<file path="src/rtl/complex_pair_assembler.sv">
// complex_pair_assembler: pairs real/imag component words into {re,im} complex words behind a small FIFO.
module complex_pair_assembler #(
  parameter int DATA_W = 32,
  parameter int DEPTH  = 2
) (
  input  logic                    clk,
  input  logic                    rst_n,
  input  logic [DATA_W-1:0]       in_data,
  input  logic                    in_first,
  input  logic                    in_valid,
  output logic                    in_ready,
  output logic [2*DATA_W-1:0]     out_data,
  output logic                    out_valid,
  input  logic                    out_ready,
  output logic                    sync_err,
  output logic [$clog2(DEPTH):0]  level
);
  localparam int AW = $clog2(DEPTH);
  localparam int LW = AW + 1;
  typedef enum logic {WAIT_RE, WAIT_IM} state_t;
  state_t r_state, w_state_nx;
  logic [DATA_W-1:0]   r_re;
  logic                r_err;
  logic [2*DATA_W-1:0] r_mem [DEPTH];
  logic [2*DATA_W-1:0] r_out;
  logic [AW-1:0]       r_wptr, r_rptr;
  logic [LW-1:0]       r_level;
  logic                w_acc, w_pop, w_push, w_load, w_err;
  logic [2*DATA_W-1:0] w_pair, w_head_nx;
  logic [AW-1:0]       w_rptr_nx;
  logic [LW-1:0]       w_level_nx, w_left;
  assign in_ready  = r_level != LW'(DEPTH);
  assign out_valid = r_level != '0;
  assign out_data  = r_out;
  assign sync_err  = r_err;
  assign level     = r_level;
  assign w_acc     = in_valid && in_ready;
  assign w_pop     = out_valid && out_ready;
  assign w_pair    = {r_re, in_data};
  always_ff @(posedge clk or negedge rst_n)
    if (!rst_n) r_state <= WAIT_RE;
    else        r_state <= w_state_nx;
  always_comb begin
    w_state_nx = r_state;
    if (w_acc) w_state_nx = in_first ? WAIT_IM : WAIT_RE;
  end
  always_comb begin
    w_push = w_acc && r_state == WAIT_IM && !in_first;
    w_load = w_acc && in_first;
    w_err  = w_acc && (r_state == WAIT_RE ? !in_first : in_first);
  end
  always_ff @(posedge clk or negedge rst_n)
    if (!rst_n) begin
      r_re  <= '0;
      r_err <= 1'b0;
    end else begin
      r_re  <= w_load ? in_data : r_re;
      r_err <= w_err;
    end
  always_ff @(posedge clk)
    if (w_push) r_mem[r_wptr] <= w_pair;
  // the output register preloads the next head; a word pushed into a draining FIFO bypasses memory
  always_comb begin
    w_rptr_nx  = r_rptr + AW'(w_pop);
    w_left     = r_level - LW'(w_pop);
    w_level_nx = w_left + LW'(w_push);
    w_head_nx  = w_level_nx == '0 ? r_out : (w_left == '0 ? w_pair : r_mem[w_rptr_nx]);
  end
  always_ff @(posedge clk or negedge rst_n)
    if (!rst_n) begin
      r_wptr  <= '0;
      r_rptr  <= '0;
      r_level <= '0;
      r_out   <= '0;
    end else begin
      r_wptr  <= r_wptr + AW'(w_push);
      r_rptr  <= w_rptr_nx;
      r_level <= w_level_nx;
      r_out   <= w_head_nx;
    end
endmodule

</file>
<file path="config.mk">
export PLATFORM = sky130hd
export DESIGN_NAME = complex_pair_assembler
export DESIGN_NICKNAME = d
export VERILOG_FILES = /design/src/rtl/complex_pair_assembler.sv
export SDC_FILE = /design/constraint.sdc
export NUM_CORES = 1
export LEC_CHECK = 0
export ABC_AREA = 1
export CAP_MARGIN = 20
export CORE_ASPECT_RATIO = 0.7
export CORE_MARGIN = 2
export CORE_UTILIZATION = 40
export CTS_CLUSTER_SIZE = 16
export DETAILED_ROUTE_END_ITERATION = 8
export HOLD_SLACK_MARGIN = 0.06
export SYNTH_ARGS = -nofsm -noshare
export SYNTH_HDL_FRONTEND = slang
export SYNTH_SLANG_ARGS = --single-unit
</file>
<file path="constraint.sdc">
create_clock -name clk -period 3.29 [get_ports clk]
set_input_delay 0.658 -clock clk [delete_from_list [all_inputs] [get_ports clk]]
set_output_delay 0.658 -clock clk [all_outputs]
set_load 0.01 [all_outputs]
</file>
==> results.json, run 1 <==
{
  "cts-resized-gates": 0,
  "fin_crit_sh_pct": 76.86,
  "peakVddDrop_uv": 1321,
  "viasPerCell": 4.906,
  "drt-initial-drc-count": 576,
  "synthFlopType": "edfxtp_1",
  "core_sq_mm": 0.02456,
  "start_kind": "input pin",
  "slowest_delay_ns": 0.47,
  "syn-instance-count": 1040,
  "yosysSeqAreaShare_pct": 64.19,
  "status": "complete, no violations",
  "h-tree-depth": 1,
  "clockRootBuffer": "clkbuf_16",
  "timing.final.crit_period_ns": 2.529,
  "die_y_microns": 136.1,
  "area_delta_synth_final_pct": 22.99,
  "synth_area_sq_mm": 0.009965,
  "synth_fp_nets": 1081,
  "path_cells": "clkdlybuf4s50_1 > o21ai_1 > inv_1 > ha_1 > inv_1 > ha_1 > inv_2 > buf_4 > nand3_1 > nand2_1",
  "drcViolationCount": 0,
  "layout.cells.non_filler": 1473,
  "async_flop_share_pct": 44.35,
  "crit_required_ns": 3.74,
  "rsz0062_at_grt": "no",
  "yosysTopAreaCellShare_pct": 38.57,
  "cts_tree": "built",
  "drive_above_1_share_pct": 6.446,
  "place_area_sq_mm": 0.01146,
  "cts_num_sinks": 230,
  "worstSkewPairLatency_ns": 0.52,
  "tightest_slew_ns": 0.7694,
  "synth_common_cells": "nand2_1 (300), nand3_1 (258), inv_1 (140), edfxtp_1 (128), dfrtp_1 (102)",
  "synth_edf_count": 128,
  "yosysTopAreaCell": "edfxtp_1",
  "synth_top_family_by_area": "simple AND/OR/NAND/NOR gates",
  "clk_pin_slew_ns": 0.06,
  "synth_compound_area_share_pct": 1.708,
  "cts_made_buffers": 25,
  "wl_microns": 25930,
  "synthMuxAreaShare_pct": 0,
  "final.setup.worst_slack_ns": 0.7614,
  "yosysMostFrequentCell": "nand2_1",
  "cp.arrival_ns": 2.98,
  "rows": 48,
  "fin_nets": 1171,
  "preCtsSetupSlack_ns": 0.3078,
  "path_delay_family": "buffers and inverters",
  "yosysWarnings": 0,
  "multi_input_area_sq_mm": 0.002723,
  "hpwl_microns": 15180,
  "gr-total-overflow": 0,
  "seq_area_sq_mm": 0.006396,
  "worstPathMaxFanout": 44,
  "final_util_pct": 49.89,
  "cts_setup_buffers": 0,
  "fp.dieW_microns": 192.6,
  "synth_area_leaders": "edfxtp_1 (39%), dfrtp_1 (26%), nand3_1 (13%)",
  "hold_path.class": "input pin to asynchronous set/reset pin",
  "crit_type": "input pin to register",
  "p_leak_uw": 0.005599,
  "vias": 7227,
  "drv_slew": 0,
  "fin_area_sq_mm": 0.01226,
  "fin_tns_setup_ns": 0,
  "cap_violations": 0,
  "antenna_found_initial": 0,
  "end_kind": "register",
  "critPathBufInv": 5,
  "ys_ff_latch": 230,
  "synthSimpleGateAreaFrac_pct": 24.61,
  "synthAdderAreaFrac_pct": 0.5023,
  "drt-pass1-iter-count": 5,
  "grt_pass1_wl_microns": 40620,
  "fillers": 2242,
  "grt_util_all_layers_pct": 20.18,
  "fin_skew_ns": 0.01562,
  "hold_viol": 0,
  "slowest_stage": "clkdlybuf4s50_1",
  "routedWlPerCell_microns": 17.60,
  "grt_pass1_vias": 6899,
  "hold_buffers": 0,
  "diodes": 0,
  "ys_types": 18,
  "ant_nets": 0,
  "die-area_sq_mm": 0.02621,
  "clockBufferDepth": 3,
  "max_freq_ghz": 0.3955,
  "power_density_mw_per_mm2": 1095,
  "num_io_pins": 106,
  "grt_max_degree": 66,
  "synth-xor-area-share_pct": 0.08790,
  "globalplace.congestion": 0.7295,
  "slew_headroom_pct": 48.71,
  "dpl.cell_count": 1428,
  "final-setup-viol-count": 0,
  "port_buffers": 105,
  "start_util_pct": 40.57,
  "avgSynthCellArea_sq_um": 9.581
}
==> layout by cell type (no fill, tap or decap), types with 3 or more instances in the layout <==
| cell | count |
|---|---|
| dfrtp_1 | 102 |
| clkbuf_1 | 5 |
| clkinv_1 | 4 |
| edfxtp_1 | 128 |
| buf_4 | 11 |
| nand3_1 | 257 |
| nand2_2 | 4 |
| clkbuf_16 | 25 |
| buf_12 | 14 |
| inv_1 | 139 |
| clkinv_2 | 4 |
| nand2_1 | 296 |
| inv_2 | 3 |
| o21ai_0 | 33 |
| nand3_2 | 3 |
| clkdlybuf4s50_1 | 104 |
==> cell type report <==
class	instances	share of cell area (%)
flip-flops and latches	230	52.19
multi-input cells	602	22.22
repair buffers	129	11.45
clock buffers	32	5.482
inverters	142	4.349
well taps	325	3.318
clock inverters	13	0.9903
==> metal layers <==
metal	up-vias	GRT usage, %	wire, microns
met5	-	0	0
met4	0	3.859	387
met3	31	3.743	2040
met2	248	27.32	10390
met1	3376	33.14	13110
li1	3572	-	-
==> flip-flops by register name, summed over array words and instances (netlist names) <==
register,count
sync_err,1
r_wptr,1
r_re,32
r_rptr,1
r_state,1
level,2
r_mem,128
out_data,64
==> final timing paths <==
check | startpoint | to | slack (ns) | cells past startpoint
setup / recovery | out_ready | out_data[39] | 0.76 | 10
hold / removal | rst_n | out_data[16] | 0.20 | 1
setup reg to reg | level[1] | out_data[39] | 0.87 | 9
hold reg to reg | r_re[31] | r_mem[1][63] | 0.50 | 0
max in group asynchronous | rst_n | r_re[5] | 2.33 | 2
min in group clk | r_re[31] | r_mem[1][63] | 0.50 | 0
==> through the flow <==
step	hold slack (ns)	total power [uW]
6_report	0.1995	13420
2_1_floorplan	0.3624	8254
3_5_place_dp	0.4838	10760
5_1_grt	0.2677	14490
3_3_place_gp	0.4804	10690
4_1_cts	0.2369	13530
==> report_power, final <==
group          internal (uW)  total, uW  switching, uW  leakage (uW)
Clock                   1600       2730           1130      0.000385
Sequential              4000       4550            548       0.00239
Combinational           2320       6150           3830       0.00282
Total                   7920      13400           5510       0.00560
==> cells by family (layout without fill, tap and decap cells) <==
group | after synthesis | after routing
AO/OA/AOI/OAI | 34 | 34
XOR/XNOR | 1 | 1
adder cells (fa/ha/maj) | 4 | 4
buffers and inverters | 208 | 316
flip-flops | 230 | 230
AND/OR/NAND/NOR | 563 | 563
Power figures use the tool's default switching activity.
==> inputs of run 2 (changes only) <==
- clock period: 3.29 -> 2.3 ns (I/O delays scaled with it)
==> run 2 against run 1 <==
Against the previous run:
- largest power group unchanged
- sequential cell count stayed put
- power is 46% higher
- count of clock-buffer cells in the layout is 9 higher
- global-route usage is 0.58 points higher
- sequential power is 44% higher
- clock power is 34% higher
- hold slack better by 0.25 ns
- critical endpoint is now out_valid
- register-to-register slack worse by 0.75 ns
==> results.json, run 2 (synthesis gave the netlist of run 1 again) <==
{
  "die-area_sq_mm": 0.02621,
  "crit_type": "register to output pin",
  "slowest_delay_ns": 0.57,
  "hold_viol": 0,
  "end_kind": "output pin",
  "clockRootBuffer": "clkbuf_16",
  "hold_path.class": "input pin to asynchronous set/reset pin",
  "gr-total-overflow": 0,
  "area_delta_synth_final_pct": 24.97,
  "top_register": "r_mem",
  "h-tree-depth": 1,
  "cts_num_sinks": 230,
  "status": "complete, no violations",
  "rows": 48,
  "crit_required_ns": 1.84,
  "diodes": 0,
  "fp.dieW_microns": 192.6,
  "drt-initial-drc-count": 783,
  "drv_slew": 0,
  "max_freq_ghz": 0.4502,
  "cts_tree": "built",
  "cp.arrival_ns": 1.76,
  "grt_pass1_wl_microns": 41970,
  "place_area_sq_mm": 0.01163,
  "power_density_mw_per_mm2": 1570,
  "cts_made_buffers": 24,
  "wl_microns": 27010,
  "tightest_slew_ns": 0.4952,
  "die_y_microns": 136.1,
  "critPathBufInv": 2,
  "path_delay_family": "buffers and inverters",
  "viasPerCell": 4.960,
  "drive_above_1_share_pct": 7.401,
  "num_io_pins": 106,
  "timing.final.crit_period_ns": 2.221,
  "grt_max_degree": 65,
  "clk_pin_slew_ns": 0.06,
  "routedWlPerCell_microns": 18.16,
  "globalplace.congestion": 0.7650,
  "final-setup-viol-count": 0,
  "grt_util_all_layers_pct": 20.76,
  "cap_violations": 0,
  "most-common-layout-cells": "nand2_1 (296), nand3_1 (257), inv_1 (139)",
  "fin_skew_ns": 0.02034,
  "antenna_found_initial": 0,
  "fin_crit_sh_pct": 96.57,
  "layout_commonest_cell": "nand2_1",
  "drcViolationCount": 0,
  "path_cells": "inv_1 > nand2_1 > clkdlybuf4s50_1",
  "multi_input_area_sq_mm": 0.002720,
  "peakVddDrop_uv": 853.8,
  "fin_nets": 1186,
  "r2r_slack_ns": 0.12,
  "vias": 7375,
  "core_sq_mm": 0.02456,
  "p_leak_uw": 0.005705,
  "fillers": 2229,
  "clockBufferDepth": 3,
  "worstSkewPairLatency_ns": 0.52,
  "worstPathMaxFanout": 3,
  "slew_headroom_pct": 66.99,
  "whs_ns": 0.4505,
  "start_util_pct": 40.57,
  "hpwl_microns": 15970,
  "slowest_stage": "clkdlybuf4s50_1",
  "drt-pass1-iter-count": 5,
  "largest_register_ff_count": 128,
  "seq_area_sq_mm": 0.006396,
  "grt_pass1_vias": 7047,
  "fin_area_sq_mm": 0.01245,
  "ant_nets": 0,
  "start_kind": "register",
  "port_buffers": 105
}
[run 2: changes by cell type in the layout (fill, tap and decap cells not counted), moves of 3 or more]
cell	previous run	this run
clkbuf_1	5	11
clkinv_2	4	1
buf_4	11	16
clkbuf_8	2	5
clkinv_1	4	1
buf_12	14	21
[run 2: area by class of cell]
type | instances | share of cell area [%]
multi-input cells | 602 | 21.84
clock inverters | 2 | 0.07033
inverters | 142 | 4.280
repair buffers | 145 | 13.27
well taps | 325 | 3.265
clock buffers | 41 | 5.908
flip-flops and latches | 230 | 51.36
[run 2: path summary, 6_finish.rpt]
check / start / endpoint / cells past startpoint
max reg2reg: level[1] / out_data[42] / 12
max in group asynchronous: rst_n / out_data[19] / 3
max: level[0] / out_valid / 3
min in group clk: r_re[24] / r_mem[1][56] / 0
min reg2reg: r_re[24] / r_mem[1][56] / 0
min: rst_n / out_data[14] / 2
[run 2: timing repair]
item                                   in CTS  in global routing
gates resized for setup                     0                  5
endpoints found under the hold margin      30                  0
setup endpoints to repair                   0                 37
hold buffers                                1                  0
buffers inserted                            0                  0
[run 2: metal layers]
layer	global-route usage, %	vias up	wire (microns)
li1	-	3589	-
met1	34.99	3494	13940
met2	27.74	264	10730
met3	3.330	28	1991
met4	3.435	0	342
met5	0	-	0
[run 2: per-stage QoR]
stage / power, uW / setup TNS [ns] / setup WS, ns / utilization, % / instances
detailed placement: 15650 / -16.60 / -0.2815 / 47.34 / 1441
finish: 19550 / 0 / 0.07898 / 50.70 / 1487
floorplan: 11800 / -5.006 / -0.03911 / - / 1040
CTS: 19400 / 0 / 0.07614 / 50.41 / 1485
global placement: 15520 / -12.12 / -0.2183 / 47.34 / 1441
global route: 21060 / -0.003159 / -0.003159 / 50.70 / 1487
[run 2: where the power goes]
group / total [uW] / internal, uW / switching (uW)
combinational: 9340 / 3720 / 5620
clock: 3670 / 2160 / 1510
sequential: 6540 / 5720 / 816
total: 19600 / 11600 / 7950
